===== config.mk =====
export PLATFORM = sky130hd
export DESIGN_NAME = mc_exec_scheduler
export DESIGN_NICKNAME = d
export VERILOG_FILES = /design/src/rtl/mc_exec_scheduler.sv
export SDC_FILE = /design/constraint.sdc
export NUM_CORES = 1
export LEC_CHECK = 0
export ABC_CLOCK_PERIOD_IN_PS = 1850
export BUFFER_PORTS_ARGS = -buffer_cell sky130_fd_sc_hd__buf_4
export CORE_ASPECT_RATIO = 0.5
export CORE_MARGIN = 3
export CORE_UTILIZATION = 47
export DETAILED_ROUTE_END_ITERATION = 7
export PLACE_DENSITY = 0.83
export SETUP_SLACK_MARGIN = 0.2
export SYNTH_ARGS = -nofsm -noshare
export SYNTH_HDL_FRONTEND = slang
export SYNTH_SLANG_ARGS = --single-unit

===== constraint.sdc =====
create_clock -name CLK -period 1.85 [get_ports CLK]
set_clock_uncertainty 0.1 [all_clocks]
set_input_delay 0.555 -clock CLK [delete_from_list [all_inputs] [get_ports CLK]]
set_output_delay 0.555 -clock CLK [all_outputs]
set_load 0.03 [all_outputs]

===== src/rtl/mc_exec_scheduler.sv =====
// rtl/mc_exec_scheduler.sv - launch, hazard stall and write-port scheduling for the multiplier and FPU
// Unit 0 is the multiplier and unit 1 is the FPU. Both units share one per-unit FSM description.
module mc_exec_scheduler #(
  parameter int TIMEOUT = 64,
  parameter int DW      = 32
) (
  input  logic          CLK,
  input  logic          ResetN,
  input  logic          MStart,
  input  logic          FPUStart,
  input  logic [3:0]    RdE,
  input  logic          MReqD,
  input  logic          FPUReqD,
  input  logic [3:0]    Ra1D,
  input  logic [3:0]    Ra2D,
  input  logic          UseRa1D,
  input  logic          UseRa2D,
  input  logic          RegWD,
  input  logic [3:0]    RdD,
  input  logic          MDone,
  input  logic [DW-1:0] MResult,
  input  logic          FPUDone,
  input  logic [DW-1:0] FPUResult,
  input  logic          RegWriteW,
  output logic          MGo,
  output logic          FPUGo,
  output logic          StallD,
  output logic          MCWE,
  output logic [3:0]    MCWA,
  output logic [DW-1:0] MCWD,
  output logic          MBusy,
  output logic          FPUBusy,
  output logic          TimeoutErr,
  output logic          ProtoErr
);
  typedef enum logic [1:0] {IDLE = 2'd0, RUN = 2'd1, WB = 2'd2} state_t;

  localparam int CW = (TIMEOUT > 1) ? $clog2(TIMEOUT) : 1;

  state_t        st      [2];
  logic [3:0]    pend_rd [2];
  logic [DW-1:0] hold    [2];
  logic [CW-1:0] cnt     [2];
  logic [DW-1:0] result  [2];
  logic [1:0]    start, done, busy, accept, grant, go;
  logic          m_older;
  logic          any_start;

  assign start     = {FPUStart, MStart};
  assign done      = {FPUDone, MDone};
  assign result[0] = MResult;
  assign result[1] = FPUResult;
  assign busy[0]   = (st[0] != IDLE);
  assign busy[1]   = (st[1] != IDLE);
  assign accept    = start & ~busy;
  assign any_start = MStart | FPUStart;

  // A unit's PendRd is valid exactly while that unit is not IDLE.
  function automatic logic hazard(input logic [3:0] r);
    return (busy[0] && (r == pend_rd[0])) ||
           (busy[1] && (r == pend_rd[1])) ||
           (any_start && (r == RdE));
  endfunction

  assign StallD = (MReqD && busy[0]) || (FPUReqD && busy[1]) ||
                  (UseRa1D && hazard(Ra1D)) || (UseRa2D && hazard(Ra2D)) ||
                  (RegWD && hazard(RdD));

  // Main pipeline writeback always has priority; between units the older issue wins.
  assign grant[0] = (st[0] == WB) && !RegWriteW && ((st[1] != WB) || m_older);
  assign grant[1] = (st[1] == WB) && !RegWriteW && ((st[0] != WB) || !m_older);

  assign MCWE    = |grant;
  assign MCWA    = grant[0] ? pend_rd[0] : (grant[1] ? pend_rd[1] : 4'd0);
  assign MCWD    = grant[0] ? hold[0] : (grant[1] ? hold[1] : '0);
  assign MGo     = go[0];
  assign FPUGo   = go[1];
  assign MBusy   = busy[0];
  assign FPUBusy = busy[1];

  always_ff @(posedge CLK or negedge ResetN) begin
    if (!ResetN) begin
      for (int i = 0; i < 2; i++) begin
        st[i]      <= IDLE;
        pend_rd[i] <= '0;
        hold[i]    <= '0;
        cnt[i]     <= '0;
      end
      go         <= '0;
      m_older    <= 1'b0;
      TimeoutErr <= 1'b0;
      ProtoErr   <= 1'b0;
    end else begin
      go <= accept;
      if (|(start & busy))
        ProtoErr <= 1'b1;
      // Issuing while the other unit is busy makes the issuing unit the younger one.
      if (accept == 2'b11)
        m_older <= 1'b1;
      else if (accept[0])
        m_older <= !busy[1];
      else if (accept[1])
        m_older <= busy[0];
      for (int i = 0; i < 2; i++) begin
        case (st[i])
          IDLE: if (accept[i]) begin
            pend_rd[i] <= RdE;
            cnt[i]     <= '0;
            st[i]      <= RUN;
          end
          RUN: begin
            cnt[i] <= cnt[i] + 1'b1;
            if (done[i]) begin
              hold[i] <= result[i];
              st[i]   <= WB;
            end else if ((TIMEOUT != 0) && (cnt[i] == CW'(TIMEOUT - 1))) begin
              st[i]      <= IDLE;
              TimeoutErr <= 1'b1;
            end
          end
          WB: if (grant[i]) st[i] <= IDLE;
          default: st[i] <= IDLE;
        endcase
      end
    end
  end
endmodule


==> flow_summary.ini, run 1 <==
[synth]
synth-xor-area-share_pct = 7.10
synth_top_family_by_area = multiplexers
syn_area_um2 = 4560
yosys.area_share.simple_pct = 9.16
synthArstFlopShare_pct = 100
synth_compound_area_share_pct = 11.7
synthAdderAreaFrac_pct = 0.549
ys_ff_latch = 93
ys_seq_area_share_pct = 51.0
netlist_top_cells_count = dfrtp_1, mux2_2, nand2_1
syn_avg_cell_area_um2 = 11.9
synth_top_area_share_pct = 51.0
synthMuxAreaShare_pct = 16.2
synth-edff-count = 0
yosys_warnings = 0
synth_cell_types = 41
synth.most_common_cell = dfrtp_1
yosys-top-cells-area = dfrtp_1, mux2_2, a22o_1
synth_top_flop_cell = dfrtp_1
syn-instance-count = 383
syn-num-nets = 477
synth_area_leader_cell = dfrtp_1

[pwr]
clkPwrFrac_pct = 15.3
netSwitchingPower_mw = 4.22
p_int_mw = 7.14
switching_share_pct = 37.1
pwr_density_cell_nw_per_um2 = 1570
ir_worst_vdd_v = 0.000923
p_leak_nw = 3.53
comb_power_share_pct = 51.1
seqPwrFrac_pct = 33.6
total_power_mw = 11.4

[clocking]
insertion_delay_ns = 0.34
root_buffer = clkbuf_16
cts_tree = yes
holdBufCountCts = 0
cts_buffers = 9
clkTransAtPathRegs_ns = 0.06
cts_sinks = 93
htreeDepth = 3
clockBufferDepth = 2

[detailed_routing]
wl_met1_um = 6330
ant_nets = 0
drt_first_pass_iters = 4
drt_iter0_markers = 203
vias_per_cell = 5.66
routed_wl_um = 15800
wl_per_cell_um = 22.4
highest_layer = met4
wl_met3_um = 989
drcViolationCount = 0
dr_wl_met2_um = 7970
vias = 3997

[timing]
period_share_pct = 136
fmax_mhz = 397
finalSetupViolCount = 40
grt_setup_unrepaired = true
worstMarginPinSlew_ns = 0.442
slew_headroom_pct = 70.5
slew_violations = 0
fin_crit_ns = 2.52
fin_ws_ns = -0.669
hold_viol_final = 0

[layout]
synthToLayoutAreaGrowth_pct = 58.3
insertedDiodeCount = 0
fill_cells = 517
finalInstanceArea_um2 = 7220
post-route-util_pct = 79.6
fin_nets = 665
instances_no_fill = 706
drive_gt1_share_pct = 58.9

[setup_path]
arrival_ns = 1.86
r2r_slack_ns = 0.10
max_stage_delay_ns = 0.39
r2r_end = hold[27]$_DFFE_PN0P_
worstPathRequired_ns = 1.19
path_buf_inv = 3
crit_type = reg2out
cpLargestDelayFamily = simple AND/OR/NAND/NOR gates
worstPathCellList = buf_6 > nor2_4 > inv_4 > nand3_2 > nor4_1 > nor4_1 > nand4_1 > buf_6
cp-end-kind = output port
worst_setup_path_start_kind = flop
r2r_start = st[0]$_DFFE_PN0P_
reg2reg_depth = 7
critPathLaunch = st[0]$_DFFE_PN0P_
worstPathMaxFanout = 4
cp_slowest_cell = dfrtp_1

[grt]
grt_max_degree = 30
grt_pass1_vias = 4185
grt.overflow.total = 0
antenna_found_initial = 0
track_usage_pct = 26.1
grt_pass1_wl_um = 22300

[placed_design]
gp_congestion = 0.904
placed_cells = 664
hpwl_um = 8630
post_dp_cell_area_um2 = 6130
portBuffers = 135

[floorplan]
initial_utilization_pct = 50.3
dieArea_um2 = 11000
die_h_um = 75.7
die_w_um = 145
ios = 136
placeableCoreArea_um2 = 9070
rows = 24

[hold_path]
min_path_type = in2async

[flow_run]
cap_violations = 0

[run_status]
status = complete, but fails checks
violations = negative setup slack
-- cell usage in the layout (no fill, tap or decap), types with 16 or more instances in the layout --
cell and count:
a22o_2 16, a22o_4 20, buf_4 130, buf_6 53
dfrtp_1 90, mux2_2 31, mux2_4 33, nand2_1 40
xor2_1 26
-- what timing repair did --
| action | 4_1_cts | 5_1_grt |
|---|---|---|
| gates resized for setup | 89 | 44 |
| pin swaps | 14 | 14 |
| buffers inserted | 7 | 10 |
| gates cloned | 5 | 4 |
| endpoints found under the setup margin | 40 | 73 |
-- final cells by class --
cell class	count	area (µm²)	share of cell area [%]
inverters	5	30.0	0.416
well taps	130	163	2.25
multi-input cells	261	2440	33.9
clock buffers	15	268	3.71
clock inverters	1	5.00	0.0693
flip-flops and latches	93	2330	32.3
repair buffers	201	1980	27.4
-- sequential cells by signal, summed over array words and instances (netlist names) --
signal	flops
ProtoErr	1
TimeoutErr	1
cnt	12
go	2
hold	64
m_older	1
pend_rd	8
st	4
-- power by group through the flow --
stage | Clock [mW] | Sequential (mW) | Combinational [mW]
final | 1.74 | 3.81 | 5.81
after global routing | 1.85 | 3.91 | 6.10
after CTS | 1.72 | 3.70 | 5.08
after detailed placement | 0 | 3.71 | 4.26
after global placement | 0 | 3.66 | 4.17
after floorplan | 0 | 3.45 | 2.94
-- cells by family after synthesis --
logic type	Yosys count
DFF	93
and+or+nand+nor	87
AOI/OAI and AO/OA	70
muxes	65
xor gates and xnor gates	37
buffers and inverters	29
adders and majority gates	2
-- stage by stage --
stage	TNS (ns)	worst slack (ns)	hold WS [ns]
3_3_place_gp	-14.33	-0.404	0.366
3_5_place_dp	-14.81	-0.420	0.383
5_1_grt	-25.21	-0.716	0.0663
4_1_cts	-20.47	-0.559	0.0566
2_1_floorplan	-7.65	-0.254	0.159
6_report	-23.35	-0.669	0.0544
-- how the worst max path moves through the flow --
stage | to | cells after the start
floorplan | StallD | 5
global placement | MCWD[18] | 5
detailed placement | MCWA[3] | 5
CTS | MCWA[0] | 6
global route | StallD | 8
finish | StallD | 8
-- routing by layer --
metal | GRT usage (%) | vias up
li1 | - | 1755
met3 | 7.01 | 45
met2 | 47.1 | 182
met1 | 31.3 | 2015
met4 | 9.57 | 0
met5 | 0 | -
(Power assumes the default switching activity.)
==> inputs of run 2 (changes only) <==
--- a/config.mk
+++ b/config.mk
@@ -9,9 +9,9 @@
 export BUFFER_PORTS_ARGS = -buffer_cell sky130_fd_sc_hd__buf_4
 export CORE_ASPECT_RATIO = 0.5
 export CORE_MARGIN = 3
-export CORE_UTILIZATION = 47
+export CORE_UTILIZATION = 30
 export DETAILED_ROUTE_END_ITERATION = 7
-export PLACE_DENSITY = 0.83
+export PLACE_DENSITY = 0.59
 export SETUP_SLACK_MARGIN = 0.2
 export SYNTH_ARGS = -nofsm -noshare
 export SYNTH_HDL_FRONTEND = slang
==> run 2 against run 1 <==
Net effect: the run still ends with negative setup slack left; hold slack improved by 0.28 ns; clock power rose by 2%; sequential share of layout area fell by 0.12 points; non-clock buffer count fell by 3; critical path depth fell by 1; combinational power fell by 6.7%; sequential power fell by 2%; final cell count rose by 9.2%; largest cell class unchanged.
==> flow_summary.ini, run 2 (synthesis results as in run 1) <==
[timing]
fin_ws_ns = -0.584
slew_headroom_pct = 79.6
grt_setup_unrepaired = true
fin_crit_ns = 2.43
fmax_mhz = 411
worstMarginPinSlew_ns = 0.303
finalSetupViolCount = 40
hold_viol_final = 0
slew_violations = 0
period_share_pct = 132

[setup_path]
r2r_slack_ns = 0.17
crit_type = reg2out
r2r_start = st[0]$_DFFE_PN0P_
reg2reg_depth = 6
r2r_end = hold[24]$_DFFE_PN0P_
arrival_ns = 1.78
worstPathRequired_ns = 1.19
worstPathMaxFanout = 17
worst_setup_path_start_kind = flop
cp-end-kind = output port

[layout]
finalInstanceArea_um2 = 7240
layout_commonest_cell = buf_4
final_cell_mix = buf_4, dfrtp_1, buf_6, nand2_1, mux2_4
instances_no_fill = 771
drive_gt1_share_pct = 57.9
regMostFlops = hold
seqCellArea_um2 = 2330
post-route-util_pct = 49.4
multi_input_area_um2 = 2420
fin_nets = 662
insertedDiodeCount = 0
fill_cells = 1333
largest_register_ffs = 64
reg_top3 = hold x64, cnt x12, pend_rd x8
synthToLayoutAreaGrowth_pct = 58.8

[floorplan]
dieArea_um2 = 16800
ios = 136
placeableCoreArea_um2 = 14700
die_w_um = 180
rows = 31
die_h_um = 93.2
initial_utilization_pct = 31.1

[clocking]
root_buffer = clkbuf_16
cts_tree = yes
htreeDepth = 3
insertion_delay_ns = 0.34
clkTransAtPathRegs_ns = 0.07
cts_buffers = 9
cts_sinks = 93
clockBufferDepth = 2

[placed_design]
dp_slack_ns = -0.434
hpwl_um = 8900
gp_congestion = 0.834
post_dp_cell_area_um2 = 6200
placed_cells = 732
portBuffers = 135

[run_status]
violations = negative setup slack
status = complete, but fails checks

[grt]
antenna_found_initial = 0
grt_pass1_vias = 3904
grt_pass1_wl_um = 21100
track_usage_pct = 16.0
grt.overflow.total = 0
grt_max_degree = 37

[detailed_routing]
vias_per_cell = 4.72
drcViolationCount = 0
routed_wl_um = 13900
ant_nets = 0
drt_iter0_markers = 101
drt_first_pass_iters = 4
wl_per_cell_um = 18.0
vias = 3638

[hold_path]
hold_end = hold[18]$_DFFE_PN0P_
min_path_type = in2reg
min_from = FPUResult[18]
min_path_cells = 2

[pwr]
pwr_density_cell_nw_per_um2 = 1510
p_leak_nw = 3.52
total_power_mw = 11.0
ir_worst_vdd_v = 0.000550

[flow_run]
cap_violations = 0
[run 2: changes by cell type in the layout (fill, tap and decap cells not counted), moves of 3 or more]
| cell | change |
|---|---|
| clkinv_4 | +3 |
| mux2_2 | -3 |
| clkbuf_1 | -4 |
| nand3_1 | +3 |
| o21ai_1 | -6 |
| mux2_4 | +3 |
| o21ai_0 | +6 |
| nand3_2 | -3 |
[run 2: worst max-delay path by stage]
stage	slack, ns	to	depth (start not counted)	from
finish	-0.58	MCWD[20]	7	st[0]$_DFFE_PN0P_
CTS	-0.60	MCWD[19]	7	st[0]$_DFFE_PN0P_
global placement	-0.42	MCWD[17]	5	RegWriteW
detailed placement	-0.43	MCWD[19]	5	RegWriteW
floorplan	-0.25	StallD	5	RdE[1]
global route	-0.68	StallD	8	st[0]$_DFFE_PN0P_
[run 2: per-stage QoR]
| step | hold WS [ns] | setup TNS [ns] |
|---|---|---|
| global route | 0.326 | -24.21 |
| finish | 0.336 | -21.67 |
| global placement | 0.371 | -14.63 |
| detailed placement | 0.371 | -14.96 |
| floorplan | 0.159 | -7.65 |
| CTS | 0.314 | -22.24 |
[run 2: routing by layer]
metal,share of wire (%),vias up,global-route usage [%]
met1,46,1817,20.8
met3,4.3,11,4.35
met5,0,-,0
met2,49,74,27.1
met4,0.81,0,3.57
li1,-,1736,-
[run 2: cell type report]
type	count	share of cell area (%)
sequential	93	32.2
inverter	5	0.294
tap	198	3.42
clock buffer	10	3.30
multi-input combinational	261	33.4
clock inverter	6	0.674
timing repair buffer	198	26.7
[run 2: power breakdown]
part	internal, mW	switching [mW]	total, mW
clock network	0.955	0.821	1.78
logic	3.08	2.34	5.42
registers	2.97	0.785	3.75
total	7.00	3.95	11.0
[run 2: critical path, cell delays in order (launching register included)]
cell and delay [ns]:
dfrtp_1 0.40, nand2b_4 0.18, nor2_4 0.12, nor3_4 0.06, buf_6 0.12, buf_12 0.15
a22o_2 0.27, buf_6 0.14
[run 2: what timing repair did]
item | 4_1_cts | 5_1_grt
setup endpoints to repair | 40 | 76
endpoints found under the hold margin | 18 | 0
cloned | 3 | 6
buffers inserted | 9 | 4
resized for setup | 89 | 25
hold buffers | 1 | 0
pin swaps | 26 | 11
